## src/rtl/warrants_lookup_pkg.sv

```systemverilog
// Shared types and helpers for the warrant code lookup block: widths, the
// empty-entry marker, the lookup FSM states and the table hash.
package warrants_lookup_pkg;

  localparam int ADDR_W = 10;
  localparam int CODE_W = 48;

  localparam logic [CODE_W-1:0] EMPTY_CODE = '0;

  typedef enum logic [1:0] {
    IDLE  = 2'd0,
    HWR   = 2'd1,
    PROBE = 2'd2,
    RESP  = 2'd3
  } state_e;

  // Fold the 48-bit code into a 10-bit home slot.
  function automatic logic [ADDR_W-1:0] code_hash(input logic [CODE_W-1:0] code);
    return code[9:0] ^ code[19:10] ^ code[29:20] ^ code[39:30] ^ {2'b00, code[47:40]};
  endfunction

endpackage

```

## src/rtl/warrants_lookup_stats.sv

```systemverilog
// Saturating hit/miss counters, stepped once per accepted lookup result.
module warrants_lookup_stats (
  input  logic        clk,
  input  logic        reset,
  input  logic        rsp_fire,
  input  logic        rsp_hit,
  output logic [31:0] hit_cnt,
  output logic [31:0] miss_cnt
);

  always_ff @(posedge clk) begin
    if (reset) begin
      hit_cnt  <= '0;
      miss_cnt <= '0;
    end else if (rsp_fire) begin
      if (rsp_hit) begin
        if (hit_cnt != 32'hFFFF_FFFF) hit_cnt <= hit_cnt + 32'd1;
      end else begin
        if (miss_cnt != 32'hFFFF_FFFF) miss_cnt <= miss_cnt + 32'd1;
      end
    end
  end

endmodule

```

## src/rtl/warrants_code_lookup.sv

```systemverilog
// Warrant code lookup: hashes a 6-char code, probes the code RAM linearly and
// shares the RAM port with host table writes. WARRANT_LOOKUP_STATS_EN adds counters.
module warrants_code_lookup
  import warrants_lookup_pkg::*;
#(
  parameter int MAX_PROBE = 4
) (
  input  logic              clk,
  input  logic              reset,
  // Lookup request and result channels: a transfer happens on a clock edge
  // where valid && ready; the sender keeps valid and payload stable until then.
  input  logic              req_valid,
  input  logic [CODE_W-1:0] req_code,
  output logic              req_ready,
  output logic              rsp_valid,
  input  logic              rsp_ready,
  output logic              rsp_hit,
  output logic [ADDR_W-1:0] rsp_index,
  output logic [4:0]        rsp_probes,
  input  logic              host_wr_req,
  input  logic [ADDR_W-1:0] host_wr_addr,
  input  logic [CODE_W-1:0] host_wr_data,
  output logic              host_wr_ack,
  output logic [ADDR_W-1:0] ram_addr,
  output logic [CODE_W-1:0] ram_din,
  output logic              ram_we,
  input  logic [CODE_W-1:0] ram_dout,
  output logic [31:0]       hit_cnt,
  output logic [31:0]       miss_cnt,
  output state_e            dbg_state
);

  localparam logic [3:0]        LAST_PROBE = 4'(MAX_PROBE - 1);
  localparam logic [ADDR_W-1:0] ADDR_ONE   = ADDR_W'(1);

  state_e            state;
  logic [CODE_W-1:0] code_q;
  logic [ADDR_W-1:0] cur_addr;
  logic [3:0]        probe_cnt;

  logic probe_hit;
  logic probe_done;

  // An all-zero code can never hit: it would match every empty slot.
  assign probe_hit  = (code_q != EMPTY_CODE) && (ram_dout == code_q);
  assign probe_done = probe_hit || (code_q == EMPTY_CODE) ||
                      (ram_dout == EMPTY_CODE) || (probe_cnt == LAST_PROBE);

  assign dbg_state = state;
  assign req_ready = !reset && (state == IDLE) && !host_wr_req;
  assign ram_we    = !reset && (state == IDLE) && host_wr_req;

  // The RAM address is steered combinationally so the read issued in the
  // accepting cycle returns data in the first PROBE cycle.
  always_comb begin
    ram_addr = '0;
    ram_din  = '0;
    if (!reset) begin
      case (state)
        IDLE: begin
          if (host_wr_req) begin
            ram_addr = host_wr_addr;
            ram_din  = host_wr_data;
          end else if (req_valid) begin
            ram_addr = code_hash(req_code);
          end
        end
        PROBE:   ram_addr = cur_addr + ADDR_ONE;
        default: ram_addr = '0;
      endcase
    end
  end

  always_ff @(posedge clk) begin
    if (reset) begin
      state       <= IDLE;
      code_q      <= '0;
      cur_addr    <= '0;
      probe_cnt   <= '0;
      rsp_valid   <= 1'b0;
      rsp_hit     <= 1'b0;
      rsp_index   <= '0;
      rsp_probes  <= '0;
      host_wr_ack <= 1'b0;
    end else begin
      host_wr_ack <= 1'b0;
      case (state)
        IDLE: begin
          if (host_wr_req) begin
            host_wr_ack <= 1'b1;
            state       <= HWR;
          end else if (req_valid) begin
            code_q    <= req_code;
            cur_addr  <= code_hash(req_code);
            probe_cnt <= '0;
            state     <= PROBE;
          end
        end
        HWR: state <= IDLE;
        PROBE: begin
          if (probe_done) begin
            rsp_valid  <= 1'b1;
            rsp_hit    <= probe_hit;
            rsp_index  <= cur_addr;
            rsp_probes <= 5'(probe_cnt) + 5'd1;
            state      <= RESP;
          end else begin
            probe_cnt <= probe_cnt + 4'd1;
            cur_addr  <= cur_addr + ADDR_ONE;
          end
        end
        RESP: begin
          if (rsp_ready) begin
            rsp_valid <= 1'b0;
            state     <= IDLE;
          end
        end
        default: state <= IDLE;
      endcase
    end
  end

`ifdef WARRANT_LOOKUP_STATS_EN
  warrants_lookup_stats u_stats (
    .clk      (clk),
    .reset    (reset),
    .rsp_fire (rsp_valid && rsp_ready),
    .rsp_hit  (rsp_hit),
    .hit_cnt  (hit_cnt),
    .miss_cnt (miss_cnt)
  );
`else
  assign hit_cnt  = '0;
  assign miss_cnt = '0;
`endif

endmodule

```

## config.mk

```make
export PLATFORM = sky130hd
export DESIGN_NAME = warrants_code_lookup
export DESIGN_NICKNAME = d
export VERILOG_FILES = /design/src/rtl/warrants_lookup_pkg.sv /design/src/rtl/warrants_lookup_stats.sv /design/src/rtl/warrants_code_lookup.sv
export SDC_FILE = /design/constraint.sdc
export NUM_CORES = 1
export LEC_CHECK = 0
export BUFFER_PORTS_ARGS = -buffer_cell sky130_fd_sc_hd__buf_2
export CAP_MARGIN = 20
export CORE_AREA = 2 2 117 119
export DETAILED_ROUTE_END_ITERATION = 8
export DIE_AREA = 0 0 119 121
export PLACE_DENSITY_LB_ADDON = 0.12
export SETUP_SLACK_MARGIN = 0.15
export SYNTH_ARGS = -nofsm -noshare
export SYNTH_HDL_FRONTEND = slang
export SYNTH_SLANG_ARGS = --single-unit
```

## constraint.sdc

```tcl
create_clock -name clk -period 5.9 [get_ports clk]
set_clock_uncertainty 0.1 [all_clocks]
set_input_delay 0.59 -clock clk [delete_from_list [all_inputs] [get_ports clk]]
set_output_delay 0.59 -clock clk [all_outputs]
set_load 0.01 [all_outputs]
```

* Word-level counts from Yosys, hierarchy flattened
Index checks and enable logic that the tools add are counted.
Storage, ports and cells: output and inout port bits 144, word-level logic and storage cells 74, bits in registers 82
Cells by class: eq/ne operators 11, reductions and logical operators 21, bitwise gates (word level) 6, muxes and demuxes 24, $add $sub $neg 3
Operator list (number):
- $mux 48 | 3
- $logic_not 48->1 | 2
- $mux 10 | 6
- $eq 48x48->1 | 1
- $reduce_bool 48->1 | 1
- $pmux 10 s2 | 2
- $xor 10x10->10 | 3
- $mux 4 | 3
- $add 10x1->10 const B | 1
- $ne 2x2->1 const B | 5
- $xor 10x8->10 | 1
- $reduce_and 3->1 | 3
- $mux 2 | 4
- $pmux 2 s4 | 1
- $pmux 4 s2 | 1
- $add 4x1->5 const B | 1
- $add 4x1->4 const B | 1
- $eq 2x2->1 const B | 2
- $eq 4x2->1 const B | 1
- $logic_and 1x1->1 | 4
- $reduce_and 4->1 | 1
- $reduce_bool 2->1 | 2
- $logic_or 1x1->1 | 3
- $mux 1 | 3
- 8 further kinds | 10

* Logic depth before layout (Yosys ltp)
depth after elaboration 8, depth in mapped cells 9, mapped depth without buffers 8

* Worst setup path before layout
No wires, ideal clock.
path kind reg2out, start point reg cur_addr[2], end point out ram_addr[9], stages on the path, launching flop included 9, path slack 3.385 ns, arrival time 1.825 ns, path buffers 2, required time 5.210 ns, path through dfxtp_1 -> buf_2 -> nand3_1 -> or2_2 -> clkbuf_1 -> or3_1 -> xnor2_1 -> a222oi_1 -> nor2_1
Between the ends: word-level cells in the longest chain between the ends 3
RTL lines:
- start: declaration | line warrants_code_lookup.sv:38 | logic [ADDR_W-1:0] cur_addr;
- start signal: assignment | line warrants_code_lookup.sv:94 | cur_addr <= code_hash(req_code);
- start signal: assignment | line warrants_code_lookup.sv:109 | cur_addr <= cur_addr + ADDR_ONE;
- $add 10x1->10 | line warrants_code_lookup.sv:68 | PROBE: ram_addr = cur_addr + ADDR_ONE;
- $pmux 10 s2 | line warrants_code_lookup.sv:59 | case (state)
- $mux 10 | line warrants_code_lookup.sv:58 | if (!reset) begin
- end: declaration | line warrants_code_lookup.sv:24 | output logic [ADDR_W-1:0] ram_addr,
Every way passes these cells.

* Final worst setup path
start point reg state[0] (netlist: dbg_state[0]), end point out ram_din[14]
Between the ends: word-level cells in the longest chain between the ends 3
RTL lines:
- start: declaration | line warrants_code_lookup.sv:36 | state_e state;
- start signal: assignment | line warrants_code_lookup.sv:76 | state <= IDLE;
- start signal: assignment | line warrants_code_lookup.sv:91 | state <= HWR;
- start signal: assignment | line warrants_code_lookup.sv:96 | state <= PROBE;
- $logic_not 2->1 | line warrants_code_lookup.sv:59
- $mux 48 | line warrants_code_lookup.sv:59
- $mux 48 | line warrants_code_lookup.sv:58
- end: declaration | line warrants_code_lookup.sv:25 | output logic [CODE_W-1:0] ram_din,
Every way passes these cells.

==> results.txt <==
The DRC violation total after the first TritonRoute iteration was 273. The logs give 1640 sq um for the area occupied by registers and 42 for the site row count. Summing all placed instances gives a cell area of 6370 sq um.

Sorting the synthesized cells by area gives the leading types as dfxtp_1 (31%), buf_4 (9.2%), xor2_1 (8.7%). The total count of max-transition violations in the final report was 0. Type of element capturing the critical path: an output pin.

Kind of critical path: reg2out. The detailed-routing iteration count for the pre-antenna-repair pass was 4; the layout overhead on the synthesized area was 24.9%. Type of the worst min-delay path: reg2reg. Post-CTS repair changed the size of 0 cells.

The total routing usage reported by global routing came out at 24.0%. The combinational share of power is 25.8%. Final period utilization: 56.7%. Maximum count of clock buffers along a single path: 2. Wire length of the first global-routing pass: 26.3 mm.

Clock-pin slew was measured on the worst setup and hold paths at 0.06 ns. The area share of the largest cell type after synthesis is 30.8%. In this run the standard cell core region covers 13,100 sq um. Internal power comes to 1040 uW.

Yosys warning count: 0. For the sum of negative setup slack, the log shows 0 ns. In this run, flip-flops and latches consume 39.9% of the power. At the later pin of the worst-skew pair, clock insertion delay measures 0.35 ns. Clock tree synthesis found a total of 82 sinks.

The worst path needs 3.35 ns of the cycle, external delays included. The final wirelength was 18.1 mm; the combined area of the multi-input logic cells was 3280 sq um. Maximum resistive drop on vdd: 0.143 mV.

The run gives 73 as the pin count of the biggest net entering global routing. Total of hold buffers inserted after clock tree synthesis: 0. After detailed routing, the number of vias per cell comes to 4.93. Along the worst path, the maximum fanout reaches 49. 303 I/O pins were placed. After clock tree synthesis, the setup repair step added 0 buffers. The net count of the finished layout is 1,051.

The average routed wire per standard cell is 16.9 um. The analysis attributes to cell leakage a power of 0.00319 uW. The share of flip-flops with an asynchronous set or reset was 0%. Setup repair after global routing left no endpoint under its margin. For the worst setup path, the data arrival time is 2.66 ns.

The repair_antennas step left the layout with diodes totalling 0. The worst setup path is launched from a register. The tools report the number of setup violations in the final report as 0. Across the run, the number of max-cap violations was 0. At the worst endpoint, the required time is 5.21 ns. The switching share of power was 33.8%; the post-detailed-route count of antenna-violating nets was 0. The logs give 0 for the final-report hold violation count and 3 for the count of H-tree levels built during CTS. In this run the mean area of a mapped cell was 7.87 sq um. TritonCTS built the clock tree.

The run finished with clean final reports. Final standard cell area without fillers: 6650 sq um. The initial antenna violation count is 0. The number of standard cells after synthesis is 677, and the die width is 119 um. The library cell occupying the most area in the post-synthesis netlist is dfxtp_1. Yosys mapped a number of flops with a built-in enable equal to 0. The total power came out at 1570 uW.

The final HPWL from detailed placement was 14.5 mm; the sequential-to-total area share from yosys stat was 30.8%. Based on the critical path, the design can be clocked at up to 299 MHz. The residual overflow from global routing came out at 0. Input and output buffers added on the ports amount to 238.

After synthesis the netlist holds a flip-flop and latch count of 82. The count of cell types in the netlist is 44, and the fraction of layout instances using a drive strength above 1 is 29.9%. Of the total power, the clock network draws 34.3%.

Counting the fill cells in the layout gives 1,314. The detailed router placed 5,284 vias in this run. The worst pin sits at a relative slew slack of 45.9%.

The initial utilization of the core area, before any placement, comes to 40.7%. The floorplan step set the die height to 121 um. Cells fill 50.8% of the core in the end.

For the number of remaining DRC errors, the log shows 0. The tools report the number of global-route vias before repair as 4,864. The die covers 14,400 sq um. The tools report the final weighted congestion of routability-driven global placement as 0.916. In this run the clock root is driven by a clkbuf_16.

For the pin with the worst max-slew slack, the measured transition is 0.811 ns. Synthesized area: 5330 sq um. In this run the power density over the cells is 236 nW/um^2.

Dominant synthesized flop cell: dfxtp_1. The analysis attributes to net switching a power of 531 uW. The tools report the total CTS buffers as 9.
state kept, by name (all words and copies together) (netlist names):
| register | cells |
|---|---|
| dbg_state | 2 |
| probe_cnt | 4 |
| host_wr_ack | 1 |
| rsp_index | 10 |
| rsp_probes | 5 |
| rsp_valid | 1 |
| cur_addr | 10 |
| code_q | 48 |
| rsp_hit | 1 |
critical path, cell delays in order, from the launching register on:
cell	delay (ns)
dfxtp_1	0.46
nor2_1	0.22
and2_1	0.50
nor2b_4	0.72
and2_1	0.26
buf_2	0.14
stage by stage:
| step | hold slack (ns) | setup WS [ns] | instances |
|---|---|---|---|
| 2_1_floorplan | 0.360 | 3.39 | 740 |
| 3_3_place_gp | 0.345 | 2.70 | 1055 |
| 3_5_place_dp | 0.353 | 2.52 | 1055 |
| 4_1_cts | 0.362 | 2.18 | 1071 |
| 5_1_grt | 0.376 | 2.39 | 1071 |
| 6_report | 0.354 | 2.55 | 1071 |
cell usage in the layout, fill, tap and decap left out, types with 4 or more instances in the layout:
cell,synthesis,final
nor4_1,37,37
o21ai_0,5,5
a222oi_1,7,7
nand4_1,10,10
xor2_1,53,53
nand2_1,115,115
xnor2_1,46,46
a21oi_1,54,54
conb_1,1,64
nor2_1,27,27
nand2b_1,5,5
and2_1,50,49
o21ai_1,4,4
clkbuf_16,0,9
mux2i_1,18,18
nor3_1,9,9
buf_4,65,4
nand3_1,10,10
buf_2,2,238
dfxtp_1,82,82
per-layer routing:
layer	track usage, %	part of all wire [%]	vias to the layer above
li1	-	-	2588
met1	30.0	43	2447
met3	3.95	6.1	27
met4	10.1	2.5	0
met2	40.8	48	222
met5	0	0	-
cell usage after synthesis (4+ instances only):
master	number
nand4_1	10
a222oi_1	7
and2_1	50
nor3_1	9
nor4_1	37
a21oi_1	54
nor2b_1	4
dfxtp_1	82
nand2b_1	5
nand2_1	115
o21ai_1	4
xnor2_1	46
o21ai_0	5
nand3_1	10
xor2_1	53
mux2i_1	18
clkbuf_1	34
buf_4	65
nor2_1	27
cells by family (layout without fill, tap and decap cells):
logic type	count (synthesis)	in the layout	share of synthesized area, %
AO/OA/AOI/OAI	91	91	11.0
AND/OR/NAND/NOR	277	277	25.5
XOR/XNOR	99	99	16.3
adder cells (fa/ha/maj)	2	2	0.470
multiplexers	19	19	3.59
buffers and inverters	106	261	12.2
other	1	64	0.0704
flip-flops	82	82	30.8
path summary, 6_finish.rpt:
path                 from     endpoint  slack [ns]  cells past startpoint
min reg2reg     rsp_valid    rsp_valid        0.35                      2
min             rsp_valid    rsp_valid        0.35                      2
max reg2reg  dbg_state[0]  cur_addr[5]        3.23                      5
max          dbg_state[0]  ram_din[14]        2.55                      5
cell type report:
cell class / count / share of cell area, %
Tap cell: 176 / 3.31
Sequential cell: 82 / 24.7
Timing Repair Buffer: 242 / 18.4
Inverter: 3 / 0.169
Clock inverter: 7 / 0.828
Multi-Input combinational cell: 552 / 49.3
Clock buffer: 9 / 3.39
power groups by stage:
stage	Clock, uW	Sequential (uW)	Combinational (uW)
floorplan	0	620	290
global placement	0	638	398
detailed placement	0	639	403
CTS	545	626	404
global route	567	631	440
finish	539	627	405
Note: power is estimated with default switching activity, not from simulation.
